<file path="src/rtl/lcd_timing_pkg.sv">
// Shared panel timing constants, per-axis timing configuration and coordinate type
// for the RGB666 LCD timing generator.
package lcd_timing_pkg;

    localparam int unsigned COORD_W = 12;

    typedef logic [COORD_W-1:0] coord_t;

    // Default 800x480 panel timing
    localparam int unsigned DEF_PCLK_DIV = 2;
    localparam int unsigned DEF_H_ACTIVE = 800;
    localparam int unsigned DEF_H_FP     = 210;
    localparam int unsigned DEF_H_SYNC   = 20;
    localparam int unsigned DEF_H_BP     = 26;
    localparam int unsigned DEF_V_ACTIVE = 480;
    localparam int unsigned DEF_V_FP     = 22;
    localparam int unsigned DEF_V_SYNC   = 10;
    localparam int unsigned DEF_V_BP     = 13;

    typedef struct packed {
        coord_t active;
        coord_t fp;
        coord_t sync;
        coord_t bp;
    } timing_cfg_t;

    typedef enum logic {
        StIdle,
        StRun
    } run_state_e;

    function automatic int unsigned cfg_total(input timing_cfg_t cfg);
        return int'(cfg.active) + int'(cfg.fp) + int'(cfg.sync) + int'(cfg.bp);
    endfunction

    function automatic int unsigned cfg_sync_start(input timing_cfg_t cfg);
        return int'(cfg.active) + int'(cfg.fp);
    endfunction

    function automatic int unsigned cfg_sync_end(input timing_cfg_t cfg);
        return int'(cfg.active) + int'(cfg.fp) + int'(cfg.sync);
    endfunction

endpackage

</file>
<file path="src/rtl/lcd_timing_gen.sv">
// LCD panel timing generator: divides the oscillator clock into a pixel clock and
// produces registered hsync/vsync/de, pixel strobe and coordinates.
module lcd_timing_gen
    import lcd_timing_pkg::*;
#(
    parameter int unsigned PCLK_DIV = DEF_PCLK_DIV,
    parameter int unsigned H_ACTIVE = DEF_H_ACTIVE,
    parameter int unsigned H_FP     = DEF_H_FP,
    parameter int unsigned H_SYNC   = DEF_H_SYNC,
    parameter int unsigned H_BP     = DEF_H_BP,
    parameter int unsigned V_ACTIVE = DEF_V_ACTIVE,
    parameter int unsigned V_FP     = DEF_V_FP,
    parameter int unsigned V_SYNC   = DEF_V_SYNC,
    parameter int unsigned V_BP     = DEF_V_BP,
    parameter logic        HS_POL   = 1'b0,
    parameter logic        VS_POL   = 1'b0
) (
    input  logic        clk,
    input  logic        rst_n,
    input  logic        en,
    output logic        lcd_dclk,
    output logic        pix_ce,
    output logic        hsync,
    output logic        vsync,
    output logic        de,
    output logic [11:0] x,
    output logic [11:0] y,
    output logic        frame_start
);

    localparam timing_cfg_t H_CFG = '{
        active: coord_t'(H_ACTIVE), fp: coord_t'(H_FP), sync: coord_t'(H_SYNC), bp: coord_t'(H_BP)
    };
    localparam timing_cfg_t V_CFG = '{
        active: coord_t'(V_ACTIVE), fp: coord_t'(V_FP), sync: coord_t'(V_SYNC), bp: coord_t'(V_BP)
    };

    localparam coord_t H_LAST    = coord_t'(cfg_total(H_CFG) - 1);
    localparam coord_t V_LAST    = coord_t'(cfg_total(V_CFG) - 1);
    localparam coord_t H_SYNC_LO = coord_t'(cfg_sync_start(H_CFG));
    localparam coord_t H_SYNC_HI = coord_t'(cfg_sync_end(H_CFG));
    localparam coord_t V_SYNC_LO = coord_t'(cfg_sync_start(V_CFG));
    localparam coord_t V_SYNC_HI = coord_t'(cfg_sync_end(V_CFG));

    localparam int unsigned PH_W = (PCLK_DIV > 2) ? $clog2(PCLK_DIV) : 1;
    localparam logic [PH_W-1:0] PH_LAST = PH_W'(PCLK_DIV - 1);
    localparam logic [PH_W-1:0] PH_HALF = PH_W'(PCLK_DIV / 2);

    run_state_e      r_state;
    run_state_e      w_state_next;
    logic [PH_W-1:0] r_ph;
    logic [PH_W-1:0] w_ph_next;
    coord_t          r_h;
    coord_t          w_h_next;
    coord_t          r_v;
    coord_t          w_v_next;

    logic   r_dclk, r_pix_ce, r_hsync, r_vsync, r_de, r_frame_start;
    coord_t r_x, r_y;

    logic   w_run;
    logic   w_dclk_next, w_pix_ce_next, w_hsync_next, w_vsync_next, w_de_next;
    logic   w_frame_start_next;
    logic   w_hs_window, w_vs_window;

    // Leaving idle lands on (0,0) with ph=0 so the first running cycle is a pixel strobe.
    always_comb begin
        w_state_next = StIdle;
        w_ph_next    = '0;
        w_h_next     = '0;
        w_v_next     = '0;
        if (en) begin
            w_state_next = StRun;
            if (r_state == StRun) begin
                w_h_next = r_h;
                w_v_next = r_v;
                if (r_ph == PH_LAST) begin
                    w_ph_next = '0;
                    if (r_h == H_LAST) begin
                        w_h_next = '0;
                        w_v_next = (r_v == V_LAST) ? '0 : r_v + 12'd1;
                    end else begin
                        w_h_next = r_h + 12'd1;
                    end
                end else begin
                    w_ph_next = r_ph + PH_W'(1);
                end
            end
        end
    end

    // Outputs are decoded from the next counter state so the registers line up with it.
    always_comb begin
        w_run              = (w_state_next == StRun);
        w_hs_window        = (w_h_next >= H_SYNC_LO) && (w_h_next < H_SYNC_HI);
        w_vs_window        = (w_v_next >= V_SYNC_LO) && (w_v_next < V_SYNC_HI);
        w_de_next          = w_run && (w_h_next < H_CFG.active) && (w_v_next < V_CFG.active);
        w_hsync_next       = (w_run && w_hs_window) ? HS_POL : ~HS_POL;
        w_vsync_next       = (w_run && w_vs_window) ? VS_POL : ~VS_POL;
        w_pix_ce_next      = w_run && (w_ph_next == '0);
        w_dclk_next        = w_run && (w_ph_next >= PH_HALF);
        w_frame_start_next = w_pix_ce_next && (w_h_next == '0) && (w_v_next == '0);
    end

    always_ff @(posedge clk or negedge rst_n) begin
        if (!rst_n) begin
            r_state <= StIdle;
            r_ph    <= '0;
            r_h     <= '0;
            r_v     <= '0;
        end else begin
            r_state <= w_state_next;
            r_ph    <= w_ph_next;
            r_h     <= w_h_next;
            r_v     <= w_v_next;
        end
    end

    always_ff @(posedge clk or negedge rst_n) begin
        if (!rst_n) begin
            r_dclk        <= 1'b0;
            r_pix_ce      <= 1'b0;
            r_hsync       <= ~HS_POL;
            r_vsync       <= ~VS_POL;
            r_de          <= 1'b0;
            r_frame_start <= 1'b0;
            r_x           <= '0;
            r_y           <= '0;
        end else begin
            r_dclk        <= w_dclk_next;
            r_pix_ce      <= w_pix_ce_next;
            r_hsync       <= w_hsync_next;
            r_vsync       <= w_vsync_next;
            r_de          <= w_de_next;
            r_frame_start <= w_frame_start_next;
            r_x           <= w_h_next;
            r_y           <= w_v_next;
        end
    end

    assign lcd_dclk    = r_dclk;
    assign pix_ce      = r_pix_ce;
    assign hsync       = r_hsync;
    assign vsync       = r_vsync;
    assign de          = r_de;
    assign frame_start = r_frame_start;
    assign x           = r_x;
    assign y           = r_y;

endmodule

</file>
<file path="config.mk">
export PLATFORM = sky130hd
export DESIGN_NAME = lcd_timing_gen
export DESIGN_NICKNAME = d
export VERILOG_FILES = /design/src/rtl/lcd_timing_pkg.sv /design/src/rtl/lcd_timing_gen.sv
export SDC_FILE = /design/constraint.sdc
export NUM_CORES = 1
export LEC_CHECK = 0
export CAP_MARGIN = 10
export CORE_ASPECT_RATIO = 1.25
export CORE_MARGIN = 2
export CORE_UTILIZATION = 37
export CTS_CLUSTER_SIZE = 12
export DETAILED_ROUTE_END_ITERATION = 6
export PLACE_DENSITY = 0.65
export REMOVE_ABC_BUFFERS = 1
export SYNTH_ARGS = -nofsm -noshare
export SYNTH_HDL_FRONTEND = slang
export SYNTH_SLANG_ARGS = --single-unit
export TNS_END_PERCENT = 20
</file>
<file path="constraint.sdc">
create_clock -name clk -period 7.55 [get_ports clk]
set_clock_uncertainty 0.1 [all_clocks]
set_input_delay 0.755 -clock clk [delete_from_list [all_inputs] [get_ports clk]]
set_output_delay 0.755 -clock clk [all_outputs]
set_load 0.005 [all_outputs]
</file>
==> flow_summary.toml <==
[sta]
clock.fmax_mhz = 295
hold_slack_ns = 0.402
rsz0062_at_grt = "no"
finalSetupTns_ns = 0
relSlewSlack = 0.521
setup_slack_ns = 4.16
hold_viol = 0
worst_pin_slew_ns = 0.712
maxSlewViolCount = 0
fin_crit_sh = 0.449
fin_crit_ns = 3.39
setup_viol = 0

[drt]
drtAntennaViolNets = 0
dr_total_vias = 1576
wl_mm = 4.59
dr.pass1.iters = 4
wl_per_cell_um = 16.2
drcViolationCount = 0
drt-vias-per-instance = 5.55
drt_iter0_drc = 88

[synth]
yosys.cell_count.top_type = "dfrtp_1"
netlist_top_cells_count = "dfrtp_1, nor2_1, nand2_1, nand4_1, nor3_1"
synth-main-ff-cell = "dfrtp_1"
synth.distinct_cells = 47
yosysTopAreaCellShare = 0.410
synth_edf_count = 0
yosys.area.top_type = "dfrtp_1"
ys_seq_area_frac = 0.440
synth_async_sr_flop_share = 1.00
synthTopCellsByArea = "dfrtp_1, nor2_1, xnor2_1"
syn_area_um2 = 1770
synth-seq-cells = 31
syn_inst = 190
avgSynthCellArea_um2 = 9.32
ys_warn_count = 0

[layout]
layout.nets = 229
drive_above_1_share = 0.0804
fillCellCount = 455
area_delta_synth_final_pct = 27.4
antenna_cells = 0
utilization = 0.484

[pwr]
combPwrFrac = 0.040
p_leak_nw = 0.852
intPower_mw = 0.280
ir_drop_v = 0.000160
p_clk_frac = 0.481
p_seq_frac = 0.480
totalPowerFinal_mw = 0.355
powerDensity_nw_per_um2 = 157
p_switching_mw = 0.0746
p_sw_frac = 0.210

[clocking]
cts-resized-gates = 0
h-tree-depth = 2
clock_tree.root_cell = "clkbuf_8"
cts_buffer_depth = 2
clkTransAtPathRegs_ns = 0.07
cts_tree = "built"
cts_hold_buf = 0
clkSinkCount = 31
numCtsBuffers = 5
worstSkewPairLatency_ns = 0.29
postCtsSetupRepairBufs = 0

[critical_path]
cp-start-kind = "flop"
path_max_fanout = 13
crit_arrival_ns = 3.49
endpoint_kind = "flop"
crit_required_ns = 7.64
path_class = "reg -> reg"
r2r_cells = 7

[floorplanning]
ios = 33
fp.coreArea_um2 = 4660
die_y_um = 81.3
start_util = 0.380
dieWidth_um = 65.9
row_count = 28
dieArea_um2 = 5360

[global_routing]
grt_start_max_net_pins = 32
grt_overflow_total = 0
grt_pass1_wl_mm = 7.65
antenna_found_initial = 0
first_global_vias = 1528
grt_util_all_layers = 0.192

[flow_run]
cap_violations = 0

[place]
port_buffers = 32
dp_slack_ns = 4.20
routabilityCongestion = 0.863
post-dp-hpwl_mm = 3.32

[outcome]
status = "complete, no violations"

[min_path]
hold_path.class = "reg -> reg"
holdPathStages = 1
-- metrics by stage --
step	cells	area, um2
4_1_cts	284	2260
2_1_floorplan	183	1740
5_1_grt	284	2260
3_3_place_gp	276	2140
6_report	284	2260
3_5_place_dp	276	2140
-- layout by cell type (no fill, tap or decap), types with 3 or more instances in the layout --
master and count:
or4_1 6, dfrtp_1 29, clkbuf_8 6, nand2_1 14
a21oi_1 8, o21ai_1 3, nand3_1 6, nor3_1 10
inv_1 5, nand4_1 10, xor2_1 5, xnor2_1 8
and3_1 3, o21ai_0 4, or3_1 5, and2_1 4
ha_1 3, clkdlybuf4s50_1 32, nor2_1 21, nor4_1 6
o31ai_1 3
-- worst max-delay path: stages (launching register included) --
cell and delay, ns:
dfrtp_1 0.51, or4b_4 0.63, or4_1 0.59, nand2_2 0.29, nor2_1 0.13, or3_1 0.38
or4b_1 0.51, nor4_2 0.15
-- sequential cells by signal (all words and copies together), names as in the netlist --
register     flops
x               12
frame_start      1
y               12
lcd_dclk         1
hsync            1
pix_ce           1
r_state          1
vsync            1
de               1
-- layer usage --
layer  vias to the layer above  part of all wire  global-route usage
li1                        774                 -                   -
met1                       749              0.44               0.230
met2                        43              0.49               0.326
met3                        10             0.049              0.0471
met4                         0             0.027              0.0813
met5                         -                 0                   0
-- layout make-up --
class | instances | area, um2 | share of cell area
multi-input combinational | 147 | 938 | 0.416
clock inverter | 2 | 35.0 | 0.0155
tap | 60 | 75.1 | 0.0333
inverter | 5 | 18.8 | 0.00832
clock buffer | 6 | 82.6 | 0.0366
sequential | 31 | 778 | 0.345
timing repair buffer | 33 | 328 | 0.145
-- cell families after synthesis --
group                    after synthesis  share of synthesized area
AO/OA/AOI/OAI                         30                      0.112
XOR/XNOR                              13                     0.0643
adder cells (fa/ha/maj)                3                     0.0212
buffers and inverters                 12                     0.0304
flip-flops                            31                      0.440
multiplexers                           1                    0.00565
AND/OR/NAND/NOR                      100                      0.327
-- path summary, 6_finish.rpt --
path / start / end / slack [ns]
max in group asynchronous: rst_n / vsync$_DFF_PN1_ / 6.27
min in group asynchronous: rst_n / x[0]$_DFF_PN0_ / 0.76
hold reg to reg: r_state$_DFF_PN0_ / pix_ce$_DFF_PN0_ / 0.40
setup / recovery: x[5]$_DFF_PN0_ / frame_start$_DFF_PN0_ / 4.16
setup reg to reg: x[5]$_DFF_PN0_ / frame_start$_DFF_PN0_ / 4.16
hold / removal: r_state$_DFF_PN0_ / pix_ce$_DFF_PN0_ / 0.40
-- power groups by stage --
stage          Sequential (mW)  Clock (mW)  Combinational, mW
3_3_place_gp             0.173           0             0.0146
4_1_cts                  0.170       0.175             0.0147
6_report                 0.170       0.170             0.0141
3_5_place_dp             0.173           0             0.0147
5_1_grt                  0.170       0.183             0.0158
2_1_floorplan            0.173           0            0.00453
(Power assumes the default switching activity.)
==> RTL change 1 (config.mk and constraints unchanged) <==
The output `de` loses its register stage (`r_de` becomes a continuous assignment).
--- a/src/rtl/lcd_timing_gen.sv
+++ b/src/rtl/lcd_timing_gen.sv
@@ -124,3 +124,2 @@
             r_vsync       <= ~VS_POL;
-            r_de          <= 1'b0;
             r_frame_start <= 1'b0;
@@ -133,3 +132,2 @@
             r_vsync       <= w_vsync_next;
-            r_de          <= w_de_next;
             r_frame_start <= w_frame_start_next;
@@ -139,2 +137,4 @@
     end
+
+    assign r_de = w_de_next;
 
Check against the original RTL: not equivalent (Yosys sat finds a counterexample within 4 cycles, from zero or initial values and one cycle with rst_n low).
==> RTL change 1 against the unedited design <==
Setup slack got worse by 1.2 ns; sequential share of layout area decreased by 0.58 points; power decreased by 6.5%; sequential cell count decreased by 1; cell area decreased by 1.6%; cell count decreased by 1.1%; count of clock-buffer cells in the layout increased by 2; synthesized area decreased by 1.4%; wire length increased by 1.2%; global-route usage decreased by 0.058 points; critical path type is now reg -> out; highest routed layer unchanged.
==> RTL change 1: results (changes against the unedited design) <==
{
  "sta": {
    "worst_hold_slack_after_final_layout": {"value": 0.4803, "unit": "ns", "change": "was 0.4015 ns"},
    "post-route-period-util": {"value": 61.49, "unit": "%", "change": "was 44.94%"},
    "max_slew.worst_pin.slew": {"value": 0.8020, "unit": "ns", "change": "was 0.7124 ns"}
  },
  "critical_path": {
    "worstPathMaxFanout": {"value": 8, "change": "was 13"},
    "reg2regPathDepth": {"value": 8, "change": "was 7"},
    "timing.critical_path.to": {"value": "de", "change": "was frame_start"},
    "data_arrival_time_of_the_worst_path": {"value": 3.79, "unit": "ns", "change": "was 3.49 ns"},
    "r2r_setup_slack": {"value": 4.01, "unit": "ns", "change": "was 4.16 ns"}
  },
  "logic_synthesis": {
    "synth.avg_cell_area": {"value": 9.235, "unit": "um^2", "change": "was 9.318 um^2"},
    "synth_top_cells_by_area": {"value": "sky130_fd_sc_hd__dfrtp_1, sky130_fd_sc_hd__nor2_1, sky130_fd_sc_hd__xnor2_1, sky130_fd_sc_hd__nand4_1, sky130_fd_sc_hd__dfstp_2", "change": "unchanged"},
    "synth_cell_count_leaders": {"value": "sky130_fd_sc_hd__dfrtp_1, sky130_fd_sc_hd__nor2_1, sky130_fd_sc_hd__nand2_1, sky130_fd_sc_hd__nand4_1, sky130_fd_sc_hd__nor3_1", "change": "unchanged"},
    "synth_xor_xnor_area_share": {"value": 6.523, "unit": "%", "change": "was 6.431%"},
    "synth-adder-area-share": {"value": 2.151, "unit": "%", "change": "was 2.120%"}
  },
  "run_status": {
    "run_status": {"value": "completed", "change": "unchanged"}
  },
  "grt": {
    "gr-usage-all-layers": {"value": 19.16, "unit": "%", "change": "was 19.21%"},
    "grt_util_met1": {"value": 23.52, "unit": "%", "change": "was 23.03%"},
    "grt_first_pass_wirelength": {"value": 7686, "unit": "um", "change": "was 7652 um"},
    "grt_pass1_vias": {"value": 1551, "change": "was 1528"}
  },
  "final_layout": {
    "drive_gt1_share": {"value": 8.072, "unit": "%", "change": "was 8.036%"},
    "final.fill_count": {"value": 465, "change": "was 455"},
    "nNetsFinal": {"value": 228, "change": "was 229"}
  },
  "power_and_ir_drop": {
    "worst_voltage_drop_across_the_vdd_grid": {"value": 74.60, "unit": "uV", "change": "was 159.6 uV"},
    "clock_net_power": {"value": 153, "unit": "uW", "change": "was 170 uW"}
  },
  "placement": {
    "placement.cell_area": {"value": 2111, "unit": "um^2", "change": "was 2138 um^2"},
    "finalWeightedCongestion": {"value": 0.9274, "change": "was 0.8629"},
    "dpl.hpwl": {"value": 3388, "unit": "um", "change": "was 3317 um"},
    "dp_cells": {"value": 273, "change": "was 276"},
    "dpl_worst_slack": {"value": 3.238, "unit": "ns", "change": "was 4.199 ns"}
  },
  "routing": {
    "wl_per_cell": {"value": 16.53, "unit": "um", "change": "was 16.17 um"}
  }
}
==> RTL change 1: metal layers <==
metal	part of all wire (%)	routed length, um	vias to the layer above
met3	4.5	209	13
li1	-	-	773
met4	2.6	123	0
met2	51	2351	62
met5	0	0	-
met1	42	1962	773
==> RTL change 1: worst max-delay path, cell delays in order (launching register included) <==
cell                              delay, ns
sky130_fd_sc_hd__dfrtp_1               0.45
sky130_fd_sc_hd__ha_1                  0.22
sky130_fd_sc_hd__nand4_1               0.28
sky130_fd_sc_hd__or4_1                 0.77
sky130_fd_sc_hd__nor3_1                0.28
sky130_fd_sc_hd__xnor2_1               0.15
sky130_fd_sc_hd__nor2_1                0.09
sky130_fd_sc_hd__or4b_4                0.53
sky130_fd_sc_hd__nor3_1                0.20
sky130_fd_sc_hd__clkdlybuf4s50_1       0.53
==> RTL change 1: cell type report <==
type / instances / area share (%)
clock buffer: 8 / 4.958
timing repair buffer: 33 / 14.76
multi-input combinational: 147 / 42.25
sequential: 30 / 33.92
inverter: 5 / 0.8451
tap: 58 / 3.268
==> RTL change 2 (config.mk and constraints unchanged) <==
Without the edit above. Set the parameter `VS_POL` to 1'b1 (it was 1'b0).
--- a/src/rtl/lcd_timing_gen.sv
+++ b/src/rtl/lcd_timing_gen.sv
@@ -15,3 +15,3 @@
     parameter logic        HS_POL   = 1'b0,
-    parameter logic        VS_POL   = 1'b0
+    parameter logic        VS_POL   = 1'b1
 ) (
Behaviour: not the same (a bounded check fails within 4 cycles, from zero or initial values and one cycle with rst_n low).
==> RTL change 2 against the unedited design <==
Power barely moved; clock power barely moved; global-route usage rose by 0.27 points; wire length rose by 5.4%; core utilization barely moved; synthesized area rose by 3.3%; sequential cell count did not move; hold slack improved by 0.067 ns; cell count rose by 1.8%; cell area rose by 2.2%; sequential share of layout area fell by 0.78 points; setup slack improved by 0.27 ns; highest routed layer unchanged.
==> RTL change 2: results (changes against the unedited design) <==
{
  "run_status": {
    "run_status": {"value": "completed", "change": "unchanged"}
  },
  "sta": {
    "max_slew.worst_pin.slew": {"value": 0.6558, "unit": "ns", "change": "was 0.7124 ns"},
    "worst_hold_slack_after_final_layout": {"value": 0.4683, "unit": "ns", "change": "was 0.4015 ns"}
  },
  "grt": {
    "grt_pass1_vias": {"value": 1578, "change": "was 1528"},
    "gr-usage-all-layers": {"value": 19.48, "unit": "%", "change": "was 19.21%"}
  },
  "logic_synthesis": {
    "ys_types": {"value": 44, "change": "was 47"},
    "synth_compound_area_share": {"value": 10.95, "unit": "%", "change": "was 11.24%"},
    "synth_top_cells_by_area": {"value": "sky130_fd_sc_hd__dfrtp_1, sky130_fd_sc_hd__nor2_1, sky130_fd_sc_hd__nand2_1, sky130_fd_sc_hd__nand4_1, sky130_fd_sc_hd__xnor2_1", "change": "was sky130_fd_sc_hd__dfrtp_1, sky130_fd_sc_hd__nor2_1, sky130_fd_sc_hd__xnor2_1, sky130_fd_sc_hd__nand4_1, sky130_fd_sc_hd__dfstp_2"},
    "synth_xor_xnor_area_share": {"value": 5.270, "unit": "%", "change": "was 6.431%"},
    "synth.mux.area_fraction": {"value": 1.095, "unit": "%", "change": "was 0.5654%"},
    "synth_cell_count_leaders": {"value": "sky130_fd_sc_hd__dfrtp_1, sky130_fd_sc_hd__nor2_1, sky130_fd_sc_hd__nand2_1, sky130_fd_sc_hd__nand4_1, sky130_fd_sc_hd__nor3_1", "change": "unchanged"},
    "synth-adder-area-share": {"value": 2.053, "unit": "%", "change": "was 2.120%"}
  },
  "routing": {
    "detailroute.wirelength.met3": {"value": 177, "unit": "um", "change": "was 223 um"},
    "met1Wirelength": {"value": 2061, "unit": "um", "change": "was 2005 um"},
    "via_count": {"value": 1670, "change": "was 1576"},
    "wirelength": {"value": 4840, "unit": "um", "change": "was 4592 um"}
  },
  "critical_path": {
    "critical_path.slowest_cell": {"value": "sky130_fd_sc_hd__dfrtp_1", "change": "was sky130_fd_sc_hd__or4b_4"},
    "data_arrival_time_of_the_worst_path": {"value": 3.22, "unit": "ns", "change": "was 3.49 ns"},
    "delay_of_the_slowest_cell_on_the_worst_path": {"value": 0.51, "unit": "ns", "change": "was 0.63 ns"}
  },
  "final_layout": {
    "multi_input_area_share": {"value": 42.89, "unit": "%", "change": "was 41.60%"},
    "nNetsFinal": {"value": 234, "change": "was 229"},
    "clock_area_share": {"value": 5.103, "unit": "%", "change": "was 5.214%"},
    "multi_input_gates": {"value": 152, "change": "was 147"},
    "final.fill_count": {"value": 485, "change": "was 455"},
    "regArea": {"value": 777.0, "unit": "um^2", "change": "was 778.2 um^2"},
    "non_clock_buffer_area_share": {"value": 14.22, "unit": "%", "change": "was 14.53%"}
  },
  "placement": {
    "dpl.hpwl": {"value": 3532, "unit": "um", "change": "was 3317 um"}
  },
  "power_and_ir_drop": {
    "worst_voltage_drop_across_the_vdd_grid": {"value": 97.38, "unit": "uV", "change": "was 159.6 uV"}
  }
}
==> RTL change 2: cell count changes in the layout (fill, tap and decap cells not counted), moves of 2 or more <==
cell / delta
sky130_fd_sc_hd__or3_1: +3
sky130_fd_sc_hd__and2_1: -3
sky130_fd_sc_hd__nand2_1: +3
sky130_fd_sc_hd__nor4_4: +2
sky130_fd_sc_hd__or4b_1: +3
sky130_fd_sc_hd__nand3b_1: +3
sky130_fd_sc_hd__o21ai_1: +2
==> RTL change 2: metrics by stage <==
stage | setup slack [ns] | instances | util [%] | cell area, um^2 | power (uW)
6_report | 4.425 | 289 | 48.37 | 2305 | 354.5
2_1_floorplan | 4.759 | 188 | - | 1784 | 177.3
5_1_grt | 4.074 | 289 | 48.37 | 2305 | 369.1
4_1_cts | 4.491 | 289 | 48.37 | 2305 | 359.1
3_5_place_dp | 4.277 | 281 | 45.90 | 2187 | 187.5
3_3_place_gp | 4.280 | 281 | 45.90 | 2187 | 187.5
